===== config.mk =====
export PLATFORM = sky130hd
export DESIGN_NAME = array_arbiter
export DESIGN_NICKNAME = d
export VERILOG_FILES = /design/src/rtl/array_arbiter_pkg.sv /design/src/rtl/rr_arb2.sv /design/src/rtl/array_arbiter.sv
export SDC_FILE = /design/constraint.sdc
export NUM_CORES = 1
export LEC_CHECK = 0
export BUFFER_PORTS_ARGS = -buffer_cell sky130_fd_sc_hd__buf_4
export CORE_MARGIN = 2
export CORE_UTILIZATION = 45
export CTS_BUF_LIST = sky130_fd_sc_hd__clkbuf_8
export CTS_CLUSTER_SIZE = 16
export DETAILED_ROUTE_END_ITERATION = 6
export MAX_ROUTING_LAYER = met4
export PLACE_DENSITY = 0.75
export SLEW_MARGIN = 0
export SYNTH_ARGS = -nofsm -noshare
export SYNTH_HDL_FRONTEND = slang
export SYNTH_HIERARCHICAL = 1
export SYNTH_SLANG_ARGS = --single-unit

===== constraint.sdc =====
create_clock -name clk -period 2.8 [get_ports clk]
set_clock_uncertainty 0.2 [all_clocks]
set_input_delay 0.28 -clock clk [delete_from_list [all_inputs] [get_ports clk]]
set_output_delay 0.28 -clock clk [all_outputs]
set_load 0.05 [all_outputs]

===== src/rtl/array_arbiter_pkg.sv =====
// array_arbiter_pkg: shared FSM state and port identifiers for the array arbiter
package array_arbiter_pkg;

    typedef enum logic {
        IDLE  = 1'b0,
        FLUSH = 1'b1
    } state_e;

    localparam logic PORT0 = 1'b0;
    localparam logic PORT1 = 1'b1;

endpackage


===== src/rtl/rr_arb2.sv =====
// rr_arb2: two-input round-robin grant with a pointer that moves to the loser on contention
module rr_arb2
    import array_arbiter_pkg::*;
(
    input  logic       clk,
    input  logic       rst,
    input  logic       en_i,
    input  logic [1:0] req_i,
    output logic [1:0] gnt_o
);

    logic ptr_q, ptr_d;

    // Grant the favoured port on contention, otherwise pass the lone request through
    always_comb begin
        gnt_o = !en_i ? 2'b00 : (&req_i) ? ((ptr_q == PORT1) ? 2'b10 : 2'b01) : req_i;
        ptr_d = (en_i && (&req_i)) ? ~ptr_q : ptr_q;
    end

    // Pointer register, favouring port 0 out of reset
    always_ff @(posedge clk or negedge rst) begin
        if (!rst) ptr_q <= PORT0;
        else      ptr_q <= ptr_d;
    end

endmodule


===== src/rtl/array_arbiter.sv =====
// array_arbiter: two-port round-robin access to a split read/write array with a flush sweep
module array_arbiter
    import array_arbiter_pkg::*;
#(
    parameter int s_index = 3,
    parameter int width   = 1
) (
    input  logic               clk,
    input  logic               rst,
    input  logic               req0,
    input  logic               req1,
    input  logic               we0,
    input  logic               we1,
    input  logic [s_index-1:0] idx0,
    input  logic [s_index-1:0] idx1,
    input  logic [width-1:0]   wdata0,
    input  logic [width-1:0]   wdata1,
    output logic               gnt0,
    output logic               gnt1,
    output logic               rvalid0,
    output logic               rvalid1,
    output logic [width-1:0]   rdata0,
    output logic [width-1:0]   rdata1,
    input  logic               flush,
    output logic               flush_busy,
    output logic               flush_done,
    output logic               arr_read,
    output logic               arr_load,
    output logic [s_index-1:0] arr_rindex,
    output logic [s_index-1:0] arr_windex,
    output logic [width-1:0]   arr_datain,
    input  logic [width-1:0]   arr_dataout
);

    state_e             state_q, state_d;
    logic [s_index-1:0] cnt_q, cnt_d;
    logic               rvalid0_q, rvalid1_q, done_q;
    logic [width-1:0]   rdata0_q, rdata1_q, rd_val;
    logic [1:0]         rgnt, wgnt;
    logic               en, last;

    // Grants only in IDLE with no flush pending; reset also blocks the combinational grants
    assign en = rst && (state_q == IDLE) && !flush;

    rr_arb2 u_rd_arb (
        .clk   (clk),
        .rst   (rst),
        .en_i  (en),
        .req_i ({req1 & ~we1, req0 & ~we0}),
        .gnt_o (rgnt)
    );

    rr_arb2 u_wr_arb (
        .clk   (clk),
        .rst   (rst),
        .en_i  (en),
        .req_i ({req1 & we1, req0 & we0}),
        .gnt_o (wgnt)
    );

    // Array port steering, write-to-read forwarding and FSM next state
    always_comb begin
        last       = &cnt_q;
        gnt0       = rgnt[PORT0] | wgnt[PORT0];
        gnt1       = rgnt[PORT1] | wgnt[PORT1];
        arr_read   = |rgnt;
        arr_rindex = rgnt[PORT1] ? idx1 : idx0;
        arr_load   = (state_q == FLUSH) | (|wgnt);
        arr_windex = (state_q == FLUSH) ? cnt_q : (wgnt[PORT1] ? idx1 : idx0);
        arr_datain = (state_q == FLUSH) ? '0 : (wgnt[PORT1] ? wdata1 : wdata0);
        rd_val     = ((|wgnt) && (arr_windex == arr_rindex)) ? arr_datain : arr_dataout;
        state_d    = (state_q == IDLE) ? (flush ? FLUSH : IDLE) : (last ? IDLE : FLUSH);
        cnt_d      = (state_q == FLUSH && !last) ? cnt_q + 1'b1 : '0;
        flush_busy = (state_q == FLUSH);
        flush_done = done_q;
        rvalid0    = rvalid0_q;
        rvalid1    = rvalid1_q;
        rdata0     = rdata0_q;
        rdata1     = rdata1_q;
    end

    // FSM state and sweep counter
    always_ff @(posedge clk or negedge rst) begin
        if (!rst) begin
            state_q <= IDLE;
            cnt_q   <= '0;
        end else begin
            state_q <= state_d;
            cnt_q   <= cnt_d;
        end
    end

    // Registered read responses and the flush completion pulse
    always_ff @(posedge clk or negedge rst) begin
        if (!rst) begin
            rvalid0_q <= 1'b0;
            rvalid1_q <= 1'b0;
            rdata0_q  <= '0;
            rdata1_q  <= '0;
            done_q    <= 1'b0;
        end else begin
            rvalid0_q <= rgnt[PORT0];
            rvalid1_q <= rgnt[PORT1];
            rdata0_q  <= rgnt[PORT0] ? rd_val : rdata0_q;
            rdata1_q  <= rgnt[PORT1] ? rd_val : rdata1_q;
            done_q    <= (state_q == FLUSH) && last;
        end
    end

endmodule


# Yosys cells after proc, flatten, opt, wreduce, memory -nomap -nowiden
# Index checks and enable logic that the tools add are counted.
# op_classes
add_sub_neg	1
n_mux	16
n_bitwise	12
eq_ne	1
n_reduce_logical	14
# op_table
operator	n
2-to-1 mux 2 bit	6
2-to-1 mux 3 bit	4
logical AND 1 bit	7
2-to-1 mux 1 bit	6
NOT 1 bit	5
AND 1 bit	4
AND reduction 2 bit	2
OR reduction 2 bit	2
adder 3 x 1 -> 3 bit (second input constant)	1
equality test 3 bit	1
bitwise OR 1 bit	3
AND reduction 3 bit	1
logical NOT 1 bit	2
# word_totals
reg_bits	11
wordCells	53
output_inout_bits	17

# Depth between registers and ports, before layout
# logic_depth
word_depth	9
mapped_depth	12

# Modules after synthesis
# The synthesis kept the hierarchy.
# by_module_without_submodules
module	cells_each	instances	area_per_inst_um2
array_arbiter	87	1	748.2
rr_arb2	8	2	60.1

# Least setup slack after synthesis
# Ideal clock, no wire load.
# synth_path
kind	reg2out
startpoint	register state_q, in the netlist flush_busy
endpoint	output port arr_windex[1]
setup_slack_ns	-0.947
required_time_ns	2.320
t_arrival_ns	3.267
stages_incl_launch_ff	10
path_cell_list	dfrtp_1 -> buf_6 -> buf_4 -> clkbuf_1 -> nor3b_1 -> nand2_1 -> a21oi_1 -> buf_2 -> mux2i_1 -> o21ai_0
# synth_via
elab_chain_len	6
# synth_lines
element	line	rtl
start: declaration	array_arbiter.sv:35	state_e state_q, state_d;
start signal: assignment	array_arbiter.sv:88	state_q <= state_d;
NOT 1 bit	n/a	
logical AND 1 bit (2 in a row)	array_arbiter.sv:43	assign en = rst && (state_q == IDLE) && !flush;
named net en	array_arbiter.sv:40	logic en, last;
2-to-1 mux 2 bit	rr_arb2.sv:16	gnt_o = !en_i ? 2'b00 : (&req_i) ? ((ptr_q == PORT1) ? 2'b10 : 2'b01) : req_i;
named net wgnt[1]	array_arbiter.sv:39	logic [1:0] rgnt, wgnt;
2-to-1 mux 3 bit (2 in a row)	array_arbiter.sv:69	arr_windex = (state_q == FLUSH) ? cnt_q : (wgnt[PORT1] ? idx1 : idx0);
end: declaration	array_arbiter.sv:30	output logic [s_index-1:0] arr_windex,
# The timed path passes the listed nets, and every way through them passes these cells.

# Worst setup path after layout
# layout_path
startpoint	register state_q, in the netlist flush_busy
endpoint	register rdata0_q, in the netlist rdata0
# layout_via
elab_cells_between_ends	14
classes_between	eq/ne (1); mux (8); bitwise (1); reduce/logical (4)
# layout_rtl
element	line	rtl
NOT 1 bit	n/a	
logical AND 1 bit (2 in a row)	array_arbiter.sv:43	
named net en	array_arbiter.sv:40	
2-to-1 mux 2 bit	rr_arb2.sv:16	
named net rgnt[1]	array_arbiter.sv:39	
2-to-1 mux 3 bit	array_arbiter.sv:67	arr_rindex = rgnt[PORT1] ? idx1 : idx0;
equality test 3 bit	array_arbiter.sv:71	rd_val = ((|wgnt) && (arr_windex == arr_rindex)) ? arr_datain : arr_dataout;
logical AND 1 bit	array_arbiter.sv:71	
2-to-1 mux 1 bit	array_arbiter.sv:71	
end signal: assignment	array_arbiter.sv:104	rdata0_q <= rgnt[PORT0] ? rd_val : rdata0_q;
end: declaration	array_arbiter.sv:38	logic [width-1:0] rdata0_q, rdata1_q, rd_val;
# The timed path passes the listed nets, and every way through them passes these cells.
# A chain may end at the register's enable or synchronous reset.

==> flow_summary.json <==
{
  "drive_above_1_share": 0.384,
  "critPathKind": "flip-flop to flip-flop",
  "place_congestion": 0.872,
  "synth.distinct_cells": 34,
  "p_per_area_mw_per_mm2": 921,
  "synth_compound_area_frac": 0.163,
  "cts-buffers-inserted": 3,
  "grt_usage": 0.227,
  "synth-main-ff-cell": "dfrtp_1",
  "slew_headroom": 0.644,
  "status": "finished, final reports clean",
  "io_buffers": 32,
  "drt_iter0_drc": 23,
  "core_area_mm2": 0.00176,
  "comb_power_share": 0.628,
  "cp-start-kind": "flip-flop",
  "die_h_um": 47.9,
  "setup_viol": 0,
  "path_clk_slew_ps": 50,
  "grt_pass1_wl_um": 3630,
  "grt_antenna_before_repair": 0,
  "dpl_worst_slack_ps": 152,
  "cts_tree": "yes",
  "fin_ws_ps": 243,
  "wl_per_cell_um": 13.2,
  "synth_xor_area_frac": 0.0403,
  "power.net_switching_w": 0.000566,
  "fin_crit_sh": 0.913,
  "critPathMaxFanout": 12,
  "yosys.area_share.simple": 0.316,
  "slowest_stage": "a21oi_2",
  "regArea_um2": 277,
  "hold_viol": 0,
  "endpoint_kind": "flip-flop",
  "grt_pass1_vias": 846,
  "synth_top_family_by_area": "simple AND/OR/NAND/NOR gates",
  "fillCellCount": 156,
  "synth_edf_count": 0,
  "synth.area.mux_share": 0.0720,
  "cts_buffer_depth": 2,
  "std_cell_rows": 15,
  "rsz0062_at_grt": "no",
  "fin_util": 0.694,
  "worstPathRequired_ps": 2750,
  "power.leakage_nw": 0.568,
  "areaGrowthSynthToFinish_pct": 40.9,
  "final_cell_mix": "35 x buf_4, 10 x dfrtp_1, 9 x nand2_1, 7 x inv_1",
  "dp_hpwl_um": 1670,
  "start_util": 0.492,
  "dieArea_mm2": 0.00230,
  "worstSkewPairLatency_ps": 230,
  "yosys_register_bits": 11,
  "io_pins": 33,
  "maxCapViolCount": 0,
  "clockRootBuffer": "clkbuf_8",
  "multi_input_area_um2": 576,
  "syn-instance-count": 103,
  "routed-via-count": 873,
  "grt_max_degree": 29,
  "diodes": 0,
  "finalWirelength_um": 2150,
  "hp-class": "input port to flip-flop",
  "synthAdderAreaFrac": 0.0288,
  "die_w_um": 47.9,
  "internal-power_w": 0.000562,
  "synth-seq-area-share": 0.317,
  "h-tree-depth": 1,
  "dr.pass1.iters": 4,
  "overflow": 0,
  "cp.arrival_ps": 2500,
  "clock.fmax_ghz": 0.391,
  "ir_drop_mv": 0.738,
  "syn-num-nets": 121,
  "fin_crit_ps": 2560,
  "slew_viol_final": 0,
  "tightestPinTransition_ps": 535,
  "yosysWarnings": 6,
  "seq_power_share": 0.241,
  "slowest_delay_ps": 430,
  "final_common_cell": "buf_4",
  "power.share.switching": 0.502,
  "clkPwrFrac": 0.132,
  "drc": 0,
  "crit_chain": "nor3b_4 -> nand2_1 -> a21oi_2 -> and4b_1 -> nor3_1 -> o21ai_0 -> a31o_1 -> a31oi_1",
  "syn-cell-area_um2": 868,
  "tns_ps": 0,
  "synthArstFlopShare": 1.00,
  "synth_area_per_cell_um2": 8.43,
  "antenna_left": 0,
  "nets": 157,
  "cts.sinks": 11,
  "vias_per_cell": 5.36
}
path summary, 6_finish.rpt:
kind | from | to | slack, ps | cells after the start
max | flush_busy$_DFF_PN0_ | rdata0$_DFFE_PN0P_ | 240 | 8
min | flush | flush_busy$_DFF_PN0_ | 110 | 3
max reg2reg | flush_busy$_DFF_PN0_ | rdata0$_DFFE_PN0P_ | 240 | 8
min reg2reg | u_rd_arb/ptr_q$_DFFE_PN0P_ | u_rd_arb/ptr_q$_DFFE_PN0P_ | 300 | 1
max in group asynchronous | rst | flush_busy$_DFF_PN0_ | 1700 | 2
min in group asynchronous | rst | cnt_q[2]$_DFF_PN0_ | 350 | 2
sequential cells by signal, summed over array words and instances, names as in the netlist:
register / count
rdata1: 1
rvalid0: 1
flush_busy: 1
u_rd_arb/ptr_q: 1
flush_done: 1
rdata0: 1
cnt_q: 3
u_wr_arb/ptr_q: 1
rvalid1: 1
timing repair:
action / in CTS / in global routing
setup buffers: 0 / 0
gates resized for setup: 0 / 0
endpoints found under the hold margin: 11 / 0
hold buffers: 1 / 0
final cells by class:
| type | instances | area share |
|---|---|---|
| inverters | 6 | 0.0184 |
| repair buffers | 36 | 0.223 |
| clock inverters | 1 | 0.00307 |
| flip-flops and latches | 11 | 0.226 |
| well taps | 25 | 0.0256 |
| clock buffers | 3 | 0.0337 |
| multi-input cells | 81 | 0.470 |
critical path, delay by kind of cell (launching register included):
kind,cells,cell delay (ps)
AOI/OAI and AO/OA,4,1030
DFF,1,410
and+or+nand+nor,4,830
Yosys cell counts (3+ instances only):
cell type / number / area [µm²]
o21ai_0: 6 / 30.0
nor2_1: 6 / 22.5
nor3_1: 4 / 20.0
xnor2_1: 4 / 35.0
nand2_1: 9 / 33.8
dfrtp_1: 11 / 275
nand2b_1: 4 / 25.0
and3b_1: 4 / 35.0
a21oi_1: 7 / 35.0
and2_1: 4 / 25.0
or2_2: 3 / 18.8
inv_1: 6 / 22.5
o22ai_1: 3 / 18.8
mux2i_1: 4 / 40.0
cell families after synthesis:
| logic type | after synthesis |
|---|---|
| mux | 6 |
| buf+inv | 11 |
| flops | 11 |
| fa+ha+maj | 2 |
| simple gates | 47 |
| compound gates | 22 |
| xor+xnor | 4 |
stage by stage:
step	cell area (µm²)	power, W	hold WS (ps)	std cells
after global routing	1220	0.00121	157	163
after global placement	1170	0.000971	-77.5	158
after detailed placement	1170	0.000981	-77.5	158
final	1220	0.00113	114	163
after floorplan	908	0.000804	-216	103
after CTS	1220	0.00114	106	163
power by group through the flow:
stage / clock network, W / logic (W) / registers (W)
after floorplan: 0 / 0.000457 / 0.000347
after global placement: 0 / 0.000701 / 0.000270
after detailed placement: 0 / 0.000708 / 0.000272
after CTS: 0.000155 / 0.000711 / 0.000271
after global routing: 0.000163 / 0.000766 / 0.000280
final: 0.000148 / 0.000708 / 0.000272
metal layers:
layer | GRT usage | vias to the layer above | wire [µm]
met5 | - | - | 0
met4 | 0.0595 | 0 | 0
met3 | 0.0226 | 0 | 69
met2 | 0.381 | 21 | 1120
met1 | 0.292 | 409 | 961
li1 | - | 443 | -
No activity file was read; power rests on OpenSTA's default activity.
